## src/rtl/demux_serial_feeder.sv

```systemverilog
// Serialises a parallel word MSB-first onto demux input `a`, holding the channel on the selects.
// Optional even-parity bit after the LSB when DEMUX_FEEDER_PARITY_EN is defined.
module demux_serial_feeder #(
  parameter int unsigned WIDTH      = 8,
  parameter int unsigned GAP_CYCLES = 1
) (
  input  logic             clk,
  input  logic             rst,
  input  logic             in_valid,
  output logic             in_ready,
  input  logic [WIDTH-1:0] in_data,
  input  logic [1:0]       in_ch,
  output logic             a,
  output logic             s0,
  output logic             s1,
  output logic             bit_active,
  output logic             done
);

`ifdef DEMUX_FEEDER_PARITY_EN
  localparam int unsigned FRAME = WIDTH + 1;
`else
  localparam int unsigned FRAME = WIDTH;
`endif
  localparam int unsigned CNT_W = $clog2(WIDTH + 2);
  localparam int unsigned GAP_W = 4;

  typedef enum logic [1:0] {
    ST_IDLE  = 2'd0,
    ST_SHIFT = 2'd1,
    ST_GAP   = 2'd2
  } state_t;

  state_t             state, state_d;
  logic [FRAME-1:0]   sreg, sreg_d, frame_c;
  logic [CNT_W-1:0]   bit_cnt, bit_cnt_d;
  logic [GAP_W-1:0]   gap_cnt, gap_cnt_d;
  logic [1:0]         sel, sel_d;
  logic               a_d, bit_active_d, done_d, in_ready_d;
  logic               last_bit_c, gap_end_c;

`ifdef DEMUX_FEEDER_PARITY_EN
  assign frame_c = {in_data, ^in_data};
`else
  assign frame_c = in_data;
`endif

  // bit_cnt counts bits already driven onto `a`; the frame is complete once it reaches FRAME
  assign last_bit_c = (bit_cnt == CNT_W'(FRAME));
  assign gap_end_c  = (gap_cnt == GAP_W'(GAP_CYCLES));

  // State and registered outputs
  always_ff @(posedge clk) begin
    if (rst) begin
      state      <= ST_IDLE;
      sreg       <= '0;
      bit_cnt    <= '0;
      gap_cnt    <= '0;
      sel        <= 2'b00;
      a          <= 1'b0;
      bit_active <= 1'b0;
      done       <= 1'b0;
      in_ready   <= 1'b1;
    end else begin
      state      <= state_d;
      sreg       <= sreg_d;
      bit_cnt    <= bit_cnt_d;
      gap_cnt    <= gap_cnt_d;
      sel        <= sel_d;
      a          <= a_d;
      bit_active <= bit_active_d;
      done       <= done_d;
      in_ready   <= in_ready_d;
    end
  end

  // Next-state logic
  always_comb begin
    state_d = state;
    unique case (state)
      ST_IDLE:  if (in_valid) state_d = ST_SHIFT;
      ST_SHIFT: if (last_bit_c) state_d = (GAP_CYCLES > 0) ? ST_GAP : ST_IDLE;
      ST_GAP:   if (gap_end_c) state_d = ST_IDLE;
      default:  state_d = ST_IDLE;
    endcase
  end

  // Next values for datapath and output registers; the MSB leaves on the accepting edge
  always_comb begin
    sreg_d       = sreg;
    bit_cnt_d    = bit_cnt;
    gap_cnt_d    = gap_cnt;
    sel_d        = sel;
    a_d          = 1'b0;
    bit_active_d = 1'b0;
    done_d       = 1'b0;
    in_ready_d   = (state_d == ST_IDLE);
    unique case (state)
      ST_IDLE: begin
        if (in_valid) begin
          a_d          = frame_c[FRAME-1];
          sreg_d       = {frame_c[FRAME-2:0], 1'b0};
          bit_active_d = 1'b1;
          bit_cnt_d    = CNT_W'(1);
          sel_d        = in_ch;
        end
      end
      ST_SHIFT: begin
        if (last_bit_c) begin
          bit_cnt_d = '0;
          gap_cnt_d = GAP_W'(1);
        end else begin
          a_d          = sreg[FRAME-1];
          sreg_d       = {sreg[FRAME-2:0], 1'b0};
          bit_active_d = 1'b1;
          bit_cnt_d    = bit_cnt + CNT_W'(1);
          done_d       = (bit_cnt_d == CNT_W'(FRAME));
        end
      end
      ST_GAP: begin
        if (gap_end_c) gap_cnt_d = '0;
        else           gap_cnt_d = gap_cnt + GAP_W'(1);
      end
      default: begin
        bit_cnt_d = '0;
        gap_cnt_d = '0;
      end
    endcase
  end

  assign s0 = sel[0];
  assign s1 = sel[1];

endmodule

```

## config.mk

```make
export PLATFORM = sky130hd
export DESIGN_NAME = demux_serial_feeder
export DESIGN_NICKNAME = d
export VERILOG_FILES = /design/src/rtl/demux_serial_feeder.sv
export SDC_FILE = /design/constraint.sdc
export NUM_CORES = 1
export LEC_CHECK = 0
export CAP_MARGIN = 20
export CORE_ASPECT_RATIO = 0.7
export CORE_MARGIN = 4
export CORE_UTILIZATION = 59
export CTS_BUF_LIST = sky130_fd_sc_hd__clkbuf_8
export DETAILED_ROUTE_END_ITERATION = 8
export PLACE_DENSITY = 0.86
export SETUP_SLACK_MARGIN = 0.15
export SLEW_MARGIN = 20
export SYNTH_ARGS = -nofsm -noshare
export SYNTH_HDL_FRONTEND = slang
export SYNTH_SLANG_ARGS = --single-unit
export TNS_END_PERCENT = 1
```

## constraint.sdc

```tcl
create_clock -name clk -period 2.8 [get_ports clk]
set_input_delay 0.56 -clock clk [delete_from_list [all_inputs] [get_ports clk]]
set_output_delay 0.56 -clock clk [all_outputs]
set_load 0.02 [all_outputs]
```

Yosys cells after proc, flatten, opt, wreduce, memory -nomap -nowiden
Index checks and enable logic that the tools add are counted.

Register bits: 24. Input port bits: 13.

Add/sub/neg operators: 2. Equality and inequality tests: 8. Mux-type cells: 19. Bitwise gates (word level): 3. Reduce and logical (&&, ||, !) cells: 8.

Operators by type and width (count): case mux 4 bit (3 select lines) (2); 2-to-1 mux 4 bit (4); 2-to-1 mux 8 bit (2); case mux 8 bit (2 select lines) (1); adder 4 x 1 -> 4 bit (second input constant) (2); equality test 4 bit (second input constant) (2); 2-to-1 mux 2 bit (3); != test 2 bit (second input constant) (3); case mux 2 bit (3 select lines) (1); AND reduction 2 bit (3); equality test 4 x 1 -> 1 bit (second input constant) (1); zero test 2 bit (2); 2-to-1 mux 1 bit (4); case mux 1 bit (2 select lines) (2); NOT 1 bit (3); AND reduction 3 bit (1); OR reduction 3 bit (1); equality test 2 x 1 -> 1 bit (second input constant) (1); equality test 2 bit (second input constant) (1); nonzero test 2 bit (1).

Longest topological paths before layout
Gate-level depths: netlist of run 1.

Depth after elaboration: 4. Mapped depth: 8.

Worst setup path before layout of run 1
OpenSTA, ideal clock, no wires.

Path kind: reg-to-reg. Start point: register state[1]. End point: register sreg[2]. Arrival time: 1597 ps. Data required time: 2721 ps. Slack: 1124 ps. Cell stages (with the launch flop): 9. Cell sequence: dfxtp_1 -> inv_1 -> ha_1 -> buf_6 -> nor2b_4 -> a311oi_4 -> buf_6 -> nor2_1 -> a211oi_2.

Word-level cells in the longest chain between the ends: 3.

RTL lines: start, declared (line 34) `state_t state, state_d;`; start signal, assigned (line 65) `state <= state_d;`; equality test 2 x 1 -> 1 bit or zero test 2 bit (tied branches) (line 98) `unique case (state)`; != test 2 bit (no line) or nonzero test 2 bit (tied branches); AND reduction 3 bit (no line); end signal, assigned (line 66) `sreg <= sreg_d;`; end, declared (line 35) `logic [FRAME-1:0] sreg, sreg_d, frame_c;`.

Parallel ways exist; a longest one is shown, timed or not. A chain may end at the register's enable or synchronous reset.

Worst setup path in the final report of run 1
Start point: register state[1]. End point: register sreg[1].

The elaborated chain is that of the path after synthesis.

==> results_dict.tcl, run 1 <==
set metrics [dict create \
    crit_arrival_ps 2250 \
    skew_ps 4.674 \
    min_period_ps 2099 \
    place.gp.congestion 0.8298 \
    p_comb_share_pct 22.3 \
    synthFlopType "dfxtp_1" \
    ys_seq_area_share_pct 37.40 \
    num-fill-cells 143 \
    syn_inst 133 \
    grt_antenna_before_repair 0 \
    die_h_um 46.22 \
    drtPass1Iterations 5 \
    max-slew-margin-rel_pct 55.21 \
    grtUsageTotal_pct 20.33 \
    cts-hold-fix-buffers 0 \
    cp.required_ps 2950 \
    worst_pin_slew_ps 671.9 \
    finalSetupViolCount 0 \
    clk_pin_slew_ps 80 \
    status "completed" \
    synthArstFlopShare_pct 0 \
    layout_commonest_cell "dfxtp_1" \
    drcViolationCount 0 \
    ff2ff_path_depth 6 \
    grt_pass1_vias 1014 \
    insertion_delay_ps 260 \
    first_iter_violations 35 \
    start_util_pct 64.15 \
    synth-edff-count 0 \
    vias_per_cell 6.233 \
    grt_util_met1_pct 24.89 \
    grt_use_met2_pct 36.65 \
    grt_busiest_layer "met2" \
    rsz0062_at_grt "no" \
    grt_pass1_wl_um 4643 \
    synth-seq-cells 23 \
    grt_max_degree 14 \
    area_growth_pct 18.19 \
    clock_path_buffers 2 \
    io_buffer_count 18 \
    clkSinkCount 23 \
    vias 1072 \
    clkPwrFrac_pct 27.1 \
    insertedDiodeCount 0 \
    synth_fp_nets 154 \
    total_power_mw 0.7166 \
    power_switching_mw 0.1976 \
    ioPinCount 19 \
    start_kind "register" \
    power_density_mw_per_mm2 492.5 \
    power.leakage_nw 0.5498 \
    grt.overflow.total 0 \
    crit_path_max_fanout 13 \
    peakVddDrop_v 0.0004168 \
    holdPathStages 2 \
    internal_power_mw 0.5190 \
    post_cts_resized 0 \
    dieArea_sq_mm 0.002893 \
    hold_ws_ps 456.2 \
    layout_common_cells "dfxtp_1 (23), clkdlybuf4s50_1 (18), nor2_1 (14)" \
    syn_area_sq_mm 0.001231 \
    final_util_pct 75.81 \
    yosysWarnings 0 \
    drv_slew 0 \
    holdCritPathClass "reg2reg" \
    cts_inserted_buffers 3 \
    finalSetupTns_ps 0 \
    clk_root_buffer_cell "clkbuf_8" \
    criticalPathCategory "reg2reg" \
    routed_wl_um 2666 \
    cts_tree "done" \
    syn_avg_cell_area_sq_um 9.257 \
    rows 13 \
    ys_types 37 \
    ant_nets 0 \
    period_share_pct 74.97 \
    swShare_pct 27.57 \
    dp_hpwl_um 2062 \
    drive_gt1_share_pct 10.67 \
    power_frac_seq_pct 50.6 \
    endpoint_kind "register" \
    grt_util_met3_pct 5.610 \
    max_freq_mhz 476.4 \
    avgRoutedWirePerCell_um 15.50 \
    cts_setup_buffers 0 \
    nets 172 \
    cap_viol_max_count 0 \
    cts_htree_levels 1 \
    core_area_sq_mm 0.001919 \
    hold_viol_final 0 \
    die_w_um 62.60 \
]
layout make-up:
class	instances	area, sq um	share of cell area, %
Multi-Input combinational cell	95	696.9	47.89
Inverter	8	30.03	2.064
Clock inverter	1	3.754	0.2580
Timing Repair Buffer	20	195.2	13.41
Clock buffer	3	41.29	2.837
Sequential cell	23	460.4	31.64
Tap cell	22	27.53	1.892
path summary, 6_finish.rpt:
| path | start | endpoint | slack [ps] |
|---|---|---|---|
| worst max-delay path | state[1]$_SDFF_PP0_ | sreg[1]$_SDFFE_PP0P_ | 700 |
| worst min-delay path | sel[1]$_SDFFE_PP0P_ | sel[1]$_SDFFE_PP0P_ | 460 |
| worst max register to register | state[1]$_SDFF_PP0_ | sreg[1]$_SDFFE_PP0P_ | 700 |
| worst min register to register | sel[1]$_SDFFE_PP0P_ | sel[1]$_SDFFE_PP0P_ | 460 |
worst max-delay path: stages (launching register included):
cell,delay [ps]
dfxtp_1,350
inv_1,100
ha_1,460
nor2_1,180
a311oi_4,590
mux2i_1,260
nor2_1,50
cells by family after synthesis:
kind of cell / Yosys count / share of synthesized area, %
and+or+nand+nor: 48 / 21.44
AOI/OAI and AO/OA: 32 / 21.34
DFF: 23 / 37.40
adders and majority gates: 8 / 8.130
muxes: 7 / 5.691
buffers and inverters: 15 / 5.996
per-stage QoR:
stage / cells / instance area (sq um) / setup WS [ps]
6_report: 172 / 1455 / 700.8
3_5_place_dp: 168 / 1410 / 490.2
4_1_cts: 172 / 1455 / 695.5
2_1_floorplan: 133 / 1231 / 1124
3_3_place_gp: 168 / 1410 / 552.7
5_1_grt: 172 / 1455 / 495.8
per-layer routing:
layer / up-vias / part of all wire [%]
met5: - / 0
met2: 47 / 48
met3: 4 / 7.8
met4: 0 / 1.4
li1: 514 / -
met1: 507 / 43
power groups by stage:
stage,registers (mW),clock network [mW],logic (mW)
floorplan,0.374,0,0.106
global placement,0.369,0,0.152
detailed placement,0.370,0,0.158
CTS,0.363,0.201,0.160
global route,0.366,0.213,0.174
finish,0.363,0.194,0.160
cell usage after synthesis, types with 4 or more instances:
cell type	number	area, sq um
a211oi_2	4	50.05
a21oi_1	9	45.04
dfxtp_1	23	460.4
ha_1	8	100.1
inv_1	8	30.03
mux2i_1	7	70.07
nand2_1	8	30.03
nand3_1	7	35.03
nor2_1	14	52.55
registers in the layout, summed over array words and instances (netlist names):
| name | count |
|---|---|
| a | 1 |
| bit_active | 1 |
| bit_cnt | 4 |
| done | 1 |
| gap_cnt | 4 |
| in_ready | 1 |
| sel | 2 |
| sreg | 7 |
| state | 2 |
No activity file was read; power rests on OpenSTA's default activity.
==> run 2, diff against run 1 <==
- CORE_UTILIZATION: 59 -> 50
- PLACE_DENSITY: 0.86 -> 0.78
- clock period: 2.8 -> 1.8 ns (I/O delays scaled with it)
==> run 2 against run 1 <==
Against the previous run:
- final cell count up 9.9%
- via count up 0.75%
- count of clock-buffer cells in the layout unchanged
- combinational power up 88%
- final area up 9.4%
- sequential share of layout area down 2.6 points
- clock power up 59%
- critical path depth up 1
- critical endpoint unchanged
- power up 64%
- largest cell class unchanged
==> results_dict.tcl, run 2 (synthesis gave the netlist of run 1 again) <==
set metrics [dict create \
    criticalPathCategory "reg2reg" \
    start_kind "register" \
    holdCritPathClass "reg2reg" \
    grt.overflow.total 0 \
    drtPass1Iterations 4 \
    power.leakage_nw 0.6008 \
    rsz0062_at_grt "yes" \
    regMostFlops "sreg" \
    cts_htree_levels 1 \
    place.gp.congestion 0.7866 \
    clk_root_buffer_cell "clkbuf_8" \
    clk_pin_slew_ps 80 \
    layout_setup_ws_ps 213.2 \
    finalSetupViolCount 0 \
    endpoint_kind "register" \
    drive_gt1_share_pct 20.38 \
    worst_pin_slew_ps 328.5 \
    cap_viol_max_count 0 \
    grt_pass1_wl_um 4864 \
    grt_pass1_vias 1056 \
    grt_max_degree 20 \
    vias 1080 \
    max-slew-margin-rel_pct 78.10 \
    core_area_sq_mm 0.002242 \
    skew_ps 3.411 \
    layout.cells.non_filler 189 \
    drv_slew 0 \
    finalSetupTns_ps 0 \
    vias_per_cell 5.714 \
    status "completed" \
    io_buffer_count 18 \
    cts-hold-fix-buffers 0 \
    min_period_ps 1587 \
    grtUsageTotal_pct 18.86 \
    cts_setup_buffers 0 \
    max_freq_mhz 630.2 \
    clock_path_buffers 2 \
    die_h_um 49.52 \
    placed_cells 185 \
    start_util_pct 54.91 \
    insertedDiodeCount 0 \
    ioPinCount 19 \
    seq_area_sq_um 462.9 \
    multiInputGateArea_sq_um 740.7 \
    grt_antenna_before_repair 0 \
    insertion_delay_ps 260 \
    cts_tree "done" \
    area_growth_pct 29.27 \
    layout_common_cells "dfxtp_1 (21), clkdlybuf4s50_1 (18), nor2_1 (13)" \
    first_iter_violations 35 \
    ant_nets 0 \
    num-fill-cells 174 \
    cp.required_ps 1950 \
    dp_hpwl_um 2114 \
    largest_reg_flops 7 \
    crit_path_max_fanout 16 \
    clkSinkCount 23 \
    drcViolationCount 0 \
    peakVddDrop_v 0.0006320 \
    power_density_mw_per_mm2 740.4 \
    top_regs "sreg x7, bit_cnt x4, gap_cnt x4" \
    routed_wl_um 2895 \
    hold_viol_final 0 \
    dieArea_sq_mm 0.003333 \
    pre_cts_ws_ps 52.79 \
    rows 14 \
    cts_inserted_buffers 3 \
    period_share_pct 88.16 \
    crit_arrival_ps 1740 \
    rrSetupSlack_ps 210 \
    nets 179 \
    avgRoutedWirePerCell_um 15.32 \
    layout_commonest_cell "dfxtp_1" \
    die_w_um 67.31 \
]
-- run 2: cell count changes in the layout (fill, tap and decap cells not counted), moves of 2 or more --
cell,delta
ha_1,-3
ha_4,+3
dfxtp_2,+2
buf_4,+5
buf_12,+2
dfxtp_1,-2
-- run 2: through the flow --
| step | instance area (sq um) | util (%) | hold WS [ps] | total power, mW |
|---|---|---|---|---|
| after global routing | 1592 | 70.98 | 474.7 | 1.241 |
| after CTS | 1548 | 69.03 | 457.2 | 1.169 |
| after detailed placement | 1500 | 66.91 | 445.5 | 0.8583 |
| after floorplan | 1231 | - | 441.8 | 0.7469 |
| final | 1592 | 70.98 | 456.0 | 1.178 |
| after global placement | 1500 | 66.91 | 447.0 | 0.8452 |
-- run 2: final timing paths --
check,endpoint,cells after the start,start
worst max-delay path,sreg[1]$_SDFFE_PP0P_,7,state[1]$_SDFF_PP0_
worst min-delay path,sel[0]$_SDFFE_PP0P_,2,sel[0]$_SDFFE_PP0P_
worst max register to register,sreg[1]$_SDFFE_PP0P_,7,state[1]$_SDFF_PP0_
worst min register to register,sel[0]$_SDFFE_PP0P_,2,sel[0]$_SDFFE_PP0P_
-- run 2: timing repair --
action                     CTS  global route
setup endpoints to repair    5            17
hold endpoints to repair     0             0
gates resized for setup      1            11
-- run 2: routing by layer --
| layer | up-vias | share of wire (%) | track usage (%) |
|---|---|---|---|
| met5 | - | 0 | 0 |
| met4 | 0 | 2.7 | 6.397 |
| met3 | 8 | 5.1 | 5.682 |
| met2 | 27 | 47 | 31.16 |
| met1 | 516 | 45 | 23.06 |
| li1 | 529 | - | - |
-- run 2: area by class of cell --
type / count / share of cell area [%]
inverter: 8 / 1.887
timing repair buffer: 27 / 17.14
tap: 32 / 2.516
sequential: 23 / 29.09
multi-input combinational: 95 / 46.54
clock buffer: 3 / 2.594
clock inverter: 1 / 0.2358
-- run 2: report_power, final --
part / switching, mW / total [mW] / internal, mW
registers: 0.0238 / 0.568 / 0.545
clock network: 0.157 / 0.309 / 0.152
logic: 0.148 / 0.301 / 0.153
total: 0.329 / 1.18 / 0.849
-- run 2: critical path: stages, from the launching register on --
cell and delay [ps]:
dfxtp_1 350, inv_1 110, ha_4 200, buf_12 150
a311oi_4 250, buf_12 180, mux2i_1 180, nor2_1 60
==> run 3, diff against run 2 <==
- CAP_MARGIN: 20 -> 0
- PLACE_DENSITY: 0.78 -> 0.83
==> run 3 against run 2 <==
Against the previous run:
- power grew 6.2%
- clock skew grew 1.3 ps
- first-iteration DRC count grew 94%
- final area grew 6.1%
- setup slack lost 29 ps
- via count grew 4.3%
- highest routed layer unchanged
==> results_dict.tcl, run 3 (synthesis gave the netlist of run 1 again) <==
set metrics [dict create \
    status "completed" \
    rrSetupSlack_ps 180 \
    hold_start "sel[0]$_SDFFE_PP0P_" \
    dieArea_sq_mm 0.003333 \
    swShare_pct 28.93 \
    holdPathStages 2 \
    power_frac_seq_pct 45.5 \
    max_freq_mhz 619.0 \
    regMostFlops "sreg" \
    rows 14 \
    place.gp.congestion 0.7950 \
    clk_root_buffer_cell "clkbuf_8" \
    clk_pin_slew_ps 80 \
    grt.overflow.total 0 \
    power_switching_mw 0.3621 \
    layout_common_cells "dfxtp_1 (20), clkdlybuf4s50_1 (18), nor2_1 (13)" \
    die_w_um 67.31 \
    finalSetupTns_ps 0 \
    ioPinCount 19 \
    clkSinkCount 23 \
    clock_path_buffers 2 \
    io_buffer_count 18 \
    nets 185 \
    cp.required_ps 1970 \
    start_kind "register" \
    p_comb_share_pct 28.9 \
    hold_viol_final 0 \
    start_util_pct 54.91 \
    ff2ff_path_depth 7 \
    crit_path_max_fanout 6 \
    power.leakage_nw 0.6392 \
    layout.cells.non_filler 195 \
    routed_wl_um 3208 \
    cts_htree_levels 1 \
    drtPass1Iterations 4 \
    min_period_ps 1615 \
    criticalPathCategory "reg2reg" \
    first_iter_violations 68 \
    endpoint_kind "register" \
    drcViolationCount 0 \
    layout_commonest_cell "dfxtp_1" \
    cts_inserted_buffers 3 \
    peakVddDrop_v 0.0004374 \
    vias 1126 \
    internal_power_mw 0.8894 \
    num-fill-cells 160 \
    skew_ps 4.727 \
    hold_path_end "sel[0]$_SDFFE_PP0P_" \
    total_power_mw 1.251 \
    grt_pass1_vias 995 \
    period_share_pct 89.75 \
    finalSetupViolCount 0 \
    power_density_mw_per_mm2 741.5 \
    dp_hpwl_um 1981 \
    max-slew-margin-rel_pct 76.22 \
    worst_pin_slew_ps 356.6 \
    ant_nets 0 \
    grt_pass1_wl_um 4526 \
    holdCritPathClass "reg2reg" \
    rsz0062_at_grt "yes" \
    cap_viol_max_count 0 \
    drv_slew 0 \
    drive_gt1_share_pct 26.99 \
    placed_cells 184 \
    insertion_delay_ps 270 \
    clkPwrFrac_pct 25.6 \
    cts_tree "done" \
    cts-hold-fix-buffers 0 \
    die_h_um 49.52 \
    top_regs "sreg x7, bit_cnt x4, gap_cnt x4" \
    largest_reg_flops 7 \
    r2r_end "sreg[1]$_SDFFE_PP0P_" \
    vias_per_cell 5.774 \
    grt_antenna_before_repair 0 \
    worstReg2RegStart "state[0]$_SDFF_PP0_" \
    area_growth_pct 37.09 \
    grt_max_degree 26 \
    insertedDiodeCount 0 \
    core_area_sq_mm 0.002242 \
    avgRoutedWirePerCell_um 16.45 \
    crit_arrival_ps 1780 \
    grtUsageTotal_pct 17.81 \
]
-- run 3: layout make-up --
cell class / instances / area, sq um / area share, %
multi-input cells: 95 / 762.0 / 45.14
flip-flops and latches: 23 / 466.7 / 27.65
repair buffers: 33 / 342.8 / 20.31
clock buffers: 3 / 41.29 / 2.446
well taps: 32 / 40.04 / 2.372
inverters: 8 / 30.03 / 1.779
clock inverters: 1 / 5.005 / 0.2965
-- run 3: metrics by stage --
stage | hold slack (ps) | util [%] | area, sq um | setup WS [ps]
after global routing | 483.3 | 75.28 | 1688 | 103.3
after global placement | 443.7 | 66.57 | 1493 | 83.46
after detailed placement | 448.5 | 66.57 | 1493 | 7.817
final | 459.1 | 75.28 | 1688 | 184.5
after floorplan | 441.8 | - | 1231 | 175.9
after CTS | 459.9 | 69.25 | 1553 | 161.4
-- run 3: per-layer routing --
layer	vias to the layer above	part of all wire (%)	GRT usage (%)
met2	35	50	28.06
met3	5	6.7	5.909
met4	0	0.81	2.694
met1	543	43	23.96
met5	-	0	0
li1	543	-	-
-- run 3: worst max path at each step --
stage / start / to / slack, ps / cells past startpoint
finish: state[0]$_SDFF_PP0_ / sreg[1]$_SDFFE_PP0P_ / 180 / 7
global route: state[0]$_SDFF_PP0_ / in_ready$_SDFF_PP1_ / 100 / 6
CTS: state[0]$_SDFF_PP0_ / sreg[1]$_SDFFE_PP0P_ / 160 / 7
detailed placement: in_valid / sreg[1]$_SDFFE_PP0P_ / 8 / 6
global placement: in_valid / sreg[1]$_SDFFE_PP0P_ / 80 / 6
floorplan: state[1]$_SDFF_PP0_ / sreg[2]$_SDFFE_PP0P_ / 180 / 8
-- run 3: timing repair --
item                                   CTS  global route
buffers inserted                         0             6
endpoints found under the hold margin    0             0
setup endpoints to repair                9            16
resized for setup                        3            19
pin swaps                                0             2
gates cloned                             0             1
-- run 3: power by group through the flow --
stage	Sequential, mW	Clock (mW)	Combinational (mW)
5_1_grt	0.573	0.361	0.387
2_1_floorplan	0.583	0	0.164
3_3_place_gp	0.574	0	0.264
6_report	0.569	0.321	0.362
4_1_cts	0.564	0.333	0.284
3_5_place_dp	0.576	0	0.276
-- run 3: worst max-delay path, stage by stage, from the launching register on --
cell	delay, ps
dfxtp_4	380
inv_2	60
ha_4	180
nor2b_4	140
a311oi_4	320
buf_12	170
mux2i_4	210
nor2_1	50
